<file path="config.mk">
export PLATFORM = sky130hd
export DESIGN_NAME = imm_extend_pipe_flat
export DESIGN_NICKNAME = d
export VERILOG_FILES = /design/src/rtl/imm_extend_if.sv /design/src/rtl/imm_extend_pipe.sv /design/src/flat_wrapper.sv
export SDC_FILE = /design/constraint.sdc
export NUM_CORES = 1
export LEC_CHECK = 0
export ABC_AREA = 1
export CORE_MARGIN = 2
export CORE_UTILIZATION = 50
export CTS_CLUSTER_DIAMETER = 50
export DETAILED_ROUTE_END_ITERATION = 10
export PLACE_DENSITY = 0.89
export SYNTH_ARGS = -nofsm -noshare
export SYNTH_HDL_FRONTEND = slang
export SYNTH_SLANG_ARGS = --single-unit
</file>
<file path="constraint.sdc">
create_clock -name clk_i -period 1.47 [get_ports clk_i]
set_input_delay 0.3675 -clock clk_i [delete_from_list [all_inputs] [get_ports clk_i]]
set_output_delay 0.3675 -clock clk_i [all_outputs]
set_load 0.03 [all_outputs]
</file>
<file path="src/rtl/imm_extend_if.sv">
// -----------------------------------------------------------------------------
// imm_extend_if
// Handshake and data bundle between a decode-side producer, the immediate
// generator and an execute-side consumer. Signal names are kept from the
// generator's point of view (_i = into the generator, _o = out of it).
//
// Parameters
//   DATAWIDTH  width of the extended immediate (32 or 64)
//   ERRCNTW    width of the illegal-code counter
//
// Signals
//   in_valid_i   producer beat valid
//   in_ready_o   generator can take a beat
//   ImmSrc_i     immediate type code
//   Imm_i        instruction bits 31..7
//   out_valid_o  ImmExt_o / illegal_o valid
//   out_ready_i  consumer accepts the output beat
//   ImmExt_o     extended immediate
//   illegal_o    beat carried an unsupported type code
//   ErrCnt_o     saturating count of delivered illegal beats
//
// Modports
//   master  producer/consumer side (testbench, decode/execute glue)
//   slave   generator side
// -----------------------------------------------------------------------------
interface imm_extend_if #(
  parameter int DATAWIDTH = 32,
  parameter int ERRCNTW   = 8
);
  logic                 in_valid_i;
  logic                 in_ready_o;
  logic [2:0]           ImmSrc_i;
  logic [31:7]          Imm_i;
  logic                 out_valid_o;
  logic                 out_ready_i;
  logic [DATAWIDTH-1:0] ImmExt_o;
  logic                 illegal_o;
  logic [ERRCNTW-1:0]   ErrCnt_o;

  modport master (
    output in_valid_i, ImmSrc_i, Imm_i, out_ready_i,
    input  in_ready_o, out_valid_o, ImmExt_o, illegal_o, ErrCnt_o
  );

  modport slave (
    input  in_valid_i, ImmSrc_i, Imm_i, out_ready_i,
    output in_ready_o, out_valid_o, ImmExt_o, illegal_o, ErrCnt_o
  );
endinterface

</file>
<file path="src/rtl/imm_extend_pipe.sv">
// -----------------------------------------------------------------------------
// imm_extend_pipe
// Two-stage pipelined RISC-V immediate generator sitting on the
// decode->execute boundary. Stage 1 captures the type code and instruction
// bits, stage 2 holds the extended immediate. Both stages advance under a
// valid/ready handshake, so a full-rate stream moves one beat per cycle and a
// stalled consumer backs the pipe up without losing or repeating beats.
//
// Parameters
//   DATAWIDTH  32 or 64 (anything else stops elaboration)
//   ERRCNTW    width of the saturating illegal-beat counter
//
// Ports
//   clk_i    clock, rising edge
//   rst_n_i  asynchronous active-low reset
//   bus      imm_extend_if.slave: input handshake (in_valid_i/in_ready_o,
//            ImmSrc_i, Imm_i), output handshake (out_valid_o/out_ready_i,
//            ImmExt_o, illegal_o) and ErrCnt_o
//
// Type codes: 000 I, 001 S, 010 B, 011 U, 100 J, 101 shift amount,
//             110 CSR zimm (only with IMM_ZIMM_EN), 111 illegal.
//
// Build option
//   IMM_ZIMM_EN  when defined, code 110 returns zero-extended instr[19:15];
//                otherwise code 110 is reported illegal and counted.
// -----------------------------------------------------------------------------
module imm_extend_pipe #(
  parameter int DATAWIDTH = 32,
  parameter int ERRCNTW   = 8
) (
  input  logic         clk_i,
  input  logic         rst_n_i,
  imm_extend_if.slave  bus
);

  localparam int DW = DATAWIDTH;

  generate
    if ((DATAWIDTH != 32) && (DATAWIDTH != 64)) begin : g_bad_width
      $error("imm_extend_pipe: DATAWIDTH must be 32 or 64");
    end
    if (ERRCNTW < 1) begin : g_bad_cntw
      $error("imm_extend_pipe: ERRCNTW must be at least 1");
    end
  endgenerate

  // Stage 1 state
  logic          v1_q,   v1_d;
  logic [2:0]    src1_q, src1_d;
  logic [31:7]   imm1_q, imm1_d;
  // Stage 2 state
  logic          v2_q,   v2_d;
  logic [DW-1:0] ext2_q, ext2_d;
  logic          ill2_q, ill2_d;
  // Illegal-beat counter
  logic [ERRCNTW-1:0] cnt_q, cnt_d;

  logic          adv1_s;
  logic          adv2_s;
  logic [DW-1:0] ext_s;
  logic          ill_s;
  logic [DW-1:0] u_pre_s;

  // Pipeline advance: a stage moves when it is empty or its successor moves.
  always_comb begin
    adv2_s = !v2_q || bus.out_ready_i;
    adv1_s = !v1_q || adv2_s;
  end

  assign bus.in_ready_o = adv1_s;

  // U-type: sign-extend the 20-bit upper field first, then shift it into place
  // so the same expression works for 32 and 64 bits without a zero-width fill.
  assign u_pre_s = {{(DW-20){imm1_q[31]}}, imm1_q[31:12]} << 12;

  // Immediate decode of the stage-1 beat.
  always_comb begin
    ext_s = {DW{1'b0}};
    ill_s = 1'b0;
    case (src1_q)
      3'b000: ext_s = {{(DW-12){imm1_q[31]}}, imm1_q[31:20]};
      3'b001: ext_s = {{(DW-12){imm1_q[31]}}, imm1_q[31:25], imm1_q[11:7]};
      3'b010: ext_s = {{(DW-13){imm1_q[31]}}, imm1_q[31], imm1_q[7],
                       imm1_q[30:25], imm1_q[11:8], 1'b0};
      3'b011: ext_s = u_pre_s;
      3'b100: ext_s = {{(DW-21){imm1_q[31]}}, imm1_q[31], imm1_q[19:12],
                       imm1_q[20], imm1_q[30:21], 1'b0};
      3'b101: begin
        // Shift amount: 6 bits for RV64, 5 bits for RV32.
        if (DW == 64) begin
          ext_s = {{(DW-6){1'b0}}, imm1_q[25:20]};
        end else begin
          ext_s = {{(DW-5){1'b0}}, imm1_q[24:20]};
        end
      end
      3'b110: begin
`ifdef IMM_ZIMM_EN
        ext_s = {{(DW-5){1'b0}}, imm1_q[19:15]};
        ill_s = 1'b0;
`else
        ext_s = {DW{1'b0}};
        ill_s = 1'b1;
`endif
      end
      default: begin
        ext_s = {DW{1'b0}};
        ill_s = 1'b1;
      end
    endcase
  end

  // Stage 1 next state: load a new beat whenever the stage advances.
  always_comb begin
    v1_d   = v1_q;
    src1_d = src1_q;
    imm1_d = imm1_q;
    if (adv1_s) begin
      v1_d = bus.in_valid_i;
      if (bus.in_valid_i) begin
        src1_d = bus.ImmSrc_i;
        imm1_d = bus.Imm_i;
      end else begin
        src1_d = src1_q;
        imm1_d = imm1_q;
      end
    end else begin
      v1_d = v1_q;
    end
  end

  // Stage 2 next state and the illegal counter, which only counts beats that
  // actually complete the output handshake.
  always_comb begin
    v2_d   = v2_q;
    ext2_d = ext2_q;
    ill2_d = ill2_q;
    cnt_d  = cnt_q;
    if (adv2_s) begin
      v2_d = v1_q;
      if (v1_q) begin
        ext2_d = ext_s;
        ill2_d = ill_s;
      end else begin
        ext2_d = ext2_q;
        ill2_d = ill2_q;
      end
    end else begin
      v2_d = v2_q;
    end
    if (v2_q && bus.out_ready_i && ill2_q && (cnt_q != {ERRCNTW{1'b1}})) begin
      cnt_d = cnt_q + ERRCNTW'(1);
    end else begin
      cnt_d = cnt_q;
    end
  end

  // All pipeline and counter flops.
  always_ff @(posedge clk_i or negedge rst_n_i) begin
    if (!rst_n_i) begin
      v1_q   <= 1'b0;
      src1_q <= 3'b000;
      imm1_q <= 25'd0;
      v2_q   <= 1'b0;
      ext2_q <= {DW{1'b0}};
      ill2_q <= 1'b0;
      cnt_q  <= {ERRCNTW{1'b0}};
    end else begin
      v1_q   <= v1_d;
      src1_q <= src1_d;
      imm1_q <= imm1_d;
      v2_q   <= v2_d;
      ext2_q <= ext2_d;
      ill2_q <= ill2_d;
      cnt_q  <= cnt_d;
    end
  end

  assign bus.out_valid_o = v2_q;
  assign bus.ImmExt_o    = ext2_q;
  assign bus.illegal_o   = ill2_q;
  assign bus.ErrCnt_o    = cnt_q;

endmodule
</file>
<file path="src/flat_wrapper.sv">
// flat-port wrapper written by rule: the top's interface ports become plain ports
module imm_extend_pipe_flat 
#(
  parameter int DATAWIDTH = 32,
  parameter int ERRCNTW   = 8
)
  (clk_i, rst_n_i, bus_in_valid_i, bus_ImmSrc_i, bus_Imm_i, bus_out_ready_i, bus_in_ready_o, bus_out_valid_o, bus_ImmExt_o, bus_illegal_o, bus_ErrCnt_o);
  imm_extend_if #(.DATAWIDTH(DATAWIDTH), .ERRCNTW(ERRCNTW)) bus_i ();
  input  logic clk_i;
  input  logic rst_n_i;
  input wire logic [$bits(bus_i.in_valid_i)-1:0] bus_in_valid_i;
  input wire logic [$bits(bus_i.ImmSrc_i)-1:0] bus_ImmSrc_i;
  input wire logic [$bits(bus_i.Imm_i)-1:0] bus_Imm_i;
  input wire logic [$bits(bus_i.out_ready_i)-1:0] bus_out_ready_i;
  output wire logic [$bits(bus_i.in_ready_o)-1:0] bus_in_ready_o;
  output wire logic [$bits(bus_i.out_valid_o)-1:0] bus_out_valid_o;
  output wire logic [$bits(bus_i.ImmExt_o)-1:0] bus_ImmExt_o;
  output wire logic [$bits(bus_i.illegal_o)-1:0] bus_illegal_o;
  output wire logic [$bits(bus_i.ErrCnt_o)-1:0] bus_ErrCnt_o;
  assign bus_i.in_valid_i = bus_in_valid_i;
  assign bus_i.ImmSrc_i = bus_ImmSrc_i;
  assign bus_i.Imm_i = bus_Imm_i;
  assign bus_i.out_ready_i = bus_out_ready_i;
  assign bus_in_ready_o = bus_i.in_ready_o;
  assign bus_out_valid_o = bus_i.out_valid_o;
  assign bus_ImmExt_o = bus_i.ImmExt_o;
  assign bus_illegal_o = bus_i.illegal_o;
  assign bus_ErrCnt_o = bus_i.ErrCnt_o;
  imm_extend_pipe #(.DATAWIDTH(DATAWIDTH), .ERRCNTW(ERRCNTW)) u_core (.clk_i(clk_i), .rst_n_i(rst_n_i), .bus(bus_i));
endmodule
</file>
==> impl_metrics.tcl <==
set metrics [dict create \
    critPathRequiredTime_ns 1.10 \
    end_kind "output port" \
    power.density_mw_per_mm2 1490 \
    startpoint_type "register" \
    grt_use_total_pct 23.7 \
    synth_top_family_by_area "simple AND/OR/NAND/NOR gates" \
    async_flop_share_pct 100 \
    synthAdderAreaFrac_pct 0.384 \
    fillers 493 \
    cp_max_fo 2 \
    drc 0 \
    critPathTopFamily "flip-flops" \
    peakVddDrop_v 0.00113 \
    p_sw_share_pct 36.2 \
    yosysSeqAreaShare_pct 54.5 \
    worst_pin_slew_ns 0.469 \
    die_x_um 84.8 \
    synth.distinct_cells 25 \
    fin_skew_ns 0.0114 \
    fin_area_mm2 0.00442 \
    min-delay-start "u_core.imm1_q[14]$_DFFE_PN0P_" \
    rsz0062_at_grt "yes" \
    drv_slew 0 \
    grt_overflow 0 \
    max_stage_delay_ns 0.38 \
    synthXorXnorAreaFrac_pct 1.07 \
    row_count 29 \
    root_buffer "clkbuf_8" \
    hold_viol 0 \
    clk_pin_slew_ns 0.07 \
    syn_to_final_growth_pct 35.5 \
    status "finished clean" \
    portBuffers 74 \
    grt_pass1_wl_um 13500 \
    synthMuxAreaShare_pct 0 \
    dr.pass1.iters 5 \
    synth_nets 441 \
    crit_slowest_cell "dfrtp_1" \
    first_global_vias 2968 \
    finalSetupTns_ns 0 \
    die_area_mm2 0.00718 \
    comb_power_share_pct 33.4 \
    syn_inst 408 \
    drv_cap 0 \
    synth_top_cell_by_area "dfrtp_1" \
    clock_path_buffers 2 \
    postRouteAntennaNets 0 \
    power_frac_clock_pct 26.3 \
    fin_util_pct 70.0 \
    cts_buffers 9 \
    setup_viol 0 \
    synth_seq_cells 71 \
    critPathBufInv 1 \
    hp-class "reg -> reg" \
    die_y_um 84.8 \
    synth_compound_gate_area_share_pct 1.77 \
    grt_max_degree 32 \
    yosysWarnings 0 \
    cp-startpoint "u_core.bus.ImmExt_o[11]$_DFFE_PN0P_" \
    synth_most_common_cell "nand2_1" \
    nNetsFinal 535 \
    synth-simple-area-share_pct 37.5 \
    place_hpwl_um 5520 \
    antenna_cells 0 \
    power_switching_uw 2390 \
    synth_edf_count 0 \
    synth_top_area_share_pct 54.5 \
    drt_wl_total_um 7990 \
    p_leak_uw 0.00241 \
    clkSinkCount 71 \
    yosys-top-cells-count "nand2_1 (226), dfrtp_1 (71), nand3_1 (43), buf_2 (11), inv_1 (9)" \
    core_area_mm2 0.00631 \
    ys_dominant_reg_cell "dfrtp_1" \
    fmax_mhz 695 \
    cts_tree "done" \
    crit_type "reg -> out" \
    period_needed_ns 1.44 \
    cts_max_level 3 \
    synth_area_mm2 0.00326 \
    pwr-share-seq_pct 40.3 \
    vias_per_cell 5.24 \
    path_cells "clkdlybuf4s15_1" \
    avgSynthCellArea_um2 7.99 \
    gp_congestion 0.871 \
    clk-insertion-delay-late_ns 0.34 \
    vias 3063 \
    period_share_pct 97.9 \
    dpl_cell_area_mm2 0.00421 \
    grt_antenna_before_repair 0 \
    io_pins 75 \
    rr_startpoint "u_core.bus.ErrCnt_o[0]$_DFFE_PN0P_" \
    p_int_uw 4200 \
    max_slew_margin_pct 68.7 \
    wl_per_cell_um 13.7 \
    critPathArrivalTime_ns 1.07 \
    yosys-top-cells-area "dfrtp_1 (54%), nand2_1 (26%), nand3_1 (6.6%)" \
    drive_above_1_share_pct 17.2 \
    initial_core_util_pct 51.6 \
    first_iter_violations 221 \
]
-- worst paths after layout --
kind	end	slack, ns	depth (start not counted)
setup / recovery	bus_ImmExt_o[11]	0.03	1
hold / removal	u_core.imm1_q[14]$_DFFE_PN0P_	0.47	2
setup reg to reg	u_core.bus.ErrCnt_o[7]$_DFFE_PN0P_	0.09	9
hold reg to reg	u_core.imm1_q[14]$_DFFE_PN0P_	0.47	2
max in group asynchronous	u_core.imm1_q[27]$_DFFE_PN0P_	0.44	3
min in group asynchronous	u_core.bus.ErrCnt_o[2]$_DFFE_PN0P_	0.50	2
-- per-stage QoR --
step	power, uW	std cells	hold WS [ns]	worst slack [ns]
detailed placement	5010	563	0.344	-0.102
global placement	4930	563	0.338	-0.0938
finish	6590	584	0.474	0.0305
floorplan	3990	408	0.0719	0.0300
global route	6950	584	0.500	-0.0127
CTS	6640	581	0.476	0.00000588
-- sequential cells by signal, summed over array words and instances, names as in the netlist --
name	cells
u_core.bus.ImmExt_o	32
u_core.imm1_q	25
u_core.bus.ErrCnt_o	8
u_core.src1_q	3
u_core.bus.illegal_o	1
u_core.bus.out_valid_o	1
u_core.v1_q	1
-- metal layers --
layer	share of wire, %	track usage (%)	vias to the layer above
li1	-	-	1467
met1	41	30.9	1472
met2	50	39.2	107
met3	5.9	4.52	17
met4	2.4	9.81	0
met5	0	0	-
-- area by class of cell --
cell class                 count  area (um2)  share of cell area [%]
sequential                    71        1780                    40.2
multi-input combinational    307        1350                    30.6
timing repair buffer         101         918                    20.8
clock buffer                  13         159                    3.60
tap                           77        96.3                    2.18
clock inverter                 3        65.1                    1.47
inverter                      12        48.8                    1.10
-- logic make-up (layout without fill, tap and decap cells) --
| logic type | after synthesis | in the layout |
|---|---|---|
| AO/OA/AOI/OAI | 8 | 8 |
| XOR/XNOR | 4 | 4 |
| adder cells (fa/ha/maj) | 1 | 1 |
| buffers and inverters | 31 | 129 |
| flip-flops | 71 | 71 |
| AND/OR/NAND/NOR | 293 | 294 |
-- power by group through the flow --
stage	registers (uW)	logic [uW]	clock network, uW
2_1_floorplan	3190	798	0
5_1_grt	2700	2400	1840
6_report	2650	2200	1740
4_1_cts	2650	2230	1760
3_3_place_gp	2660	2270	0
3_5_place_dp	2680	2330	0
-- cell usage in the layout, fill, tap and decap left out, types with 4 or more instances in the layout --
| master | n |
|---|---|
| buf_12 | 5 |
| buf_4 | 22 |
| clkbuf_2 | 18 |
| clkbuf_8 | 11 |
| clkdlybuf4s15_1 | 17 |
| clkdlybuf4s15_2 | 5 |
| clkdlybuf4s50_1 | 29 |
| dfrtp_1 | 71 |
| inv_1 | 7 |
| inv_2 | 4 |
| nand2_1 | 226 |
| nand2_2 | 4 |
| nand3_1 | 42 |
| nand4_1 | 4 |
| nor2_1 | 8 |
-- timing repair --
item,in CTS,in global routing
setup endpoints to repair,42,39
pin swaps,1,2
resized for setup,76,36
hold endpoints to repair,16,0
setup buffers,1,2
hold buffers,1,0
gates cloned,0,1
No activity file was read; power rests on OpenSTA's default activity.
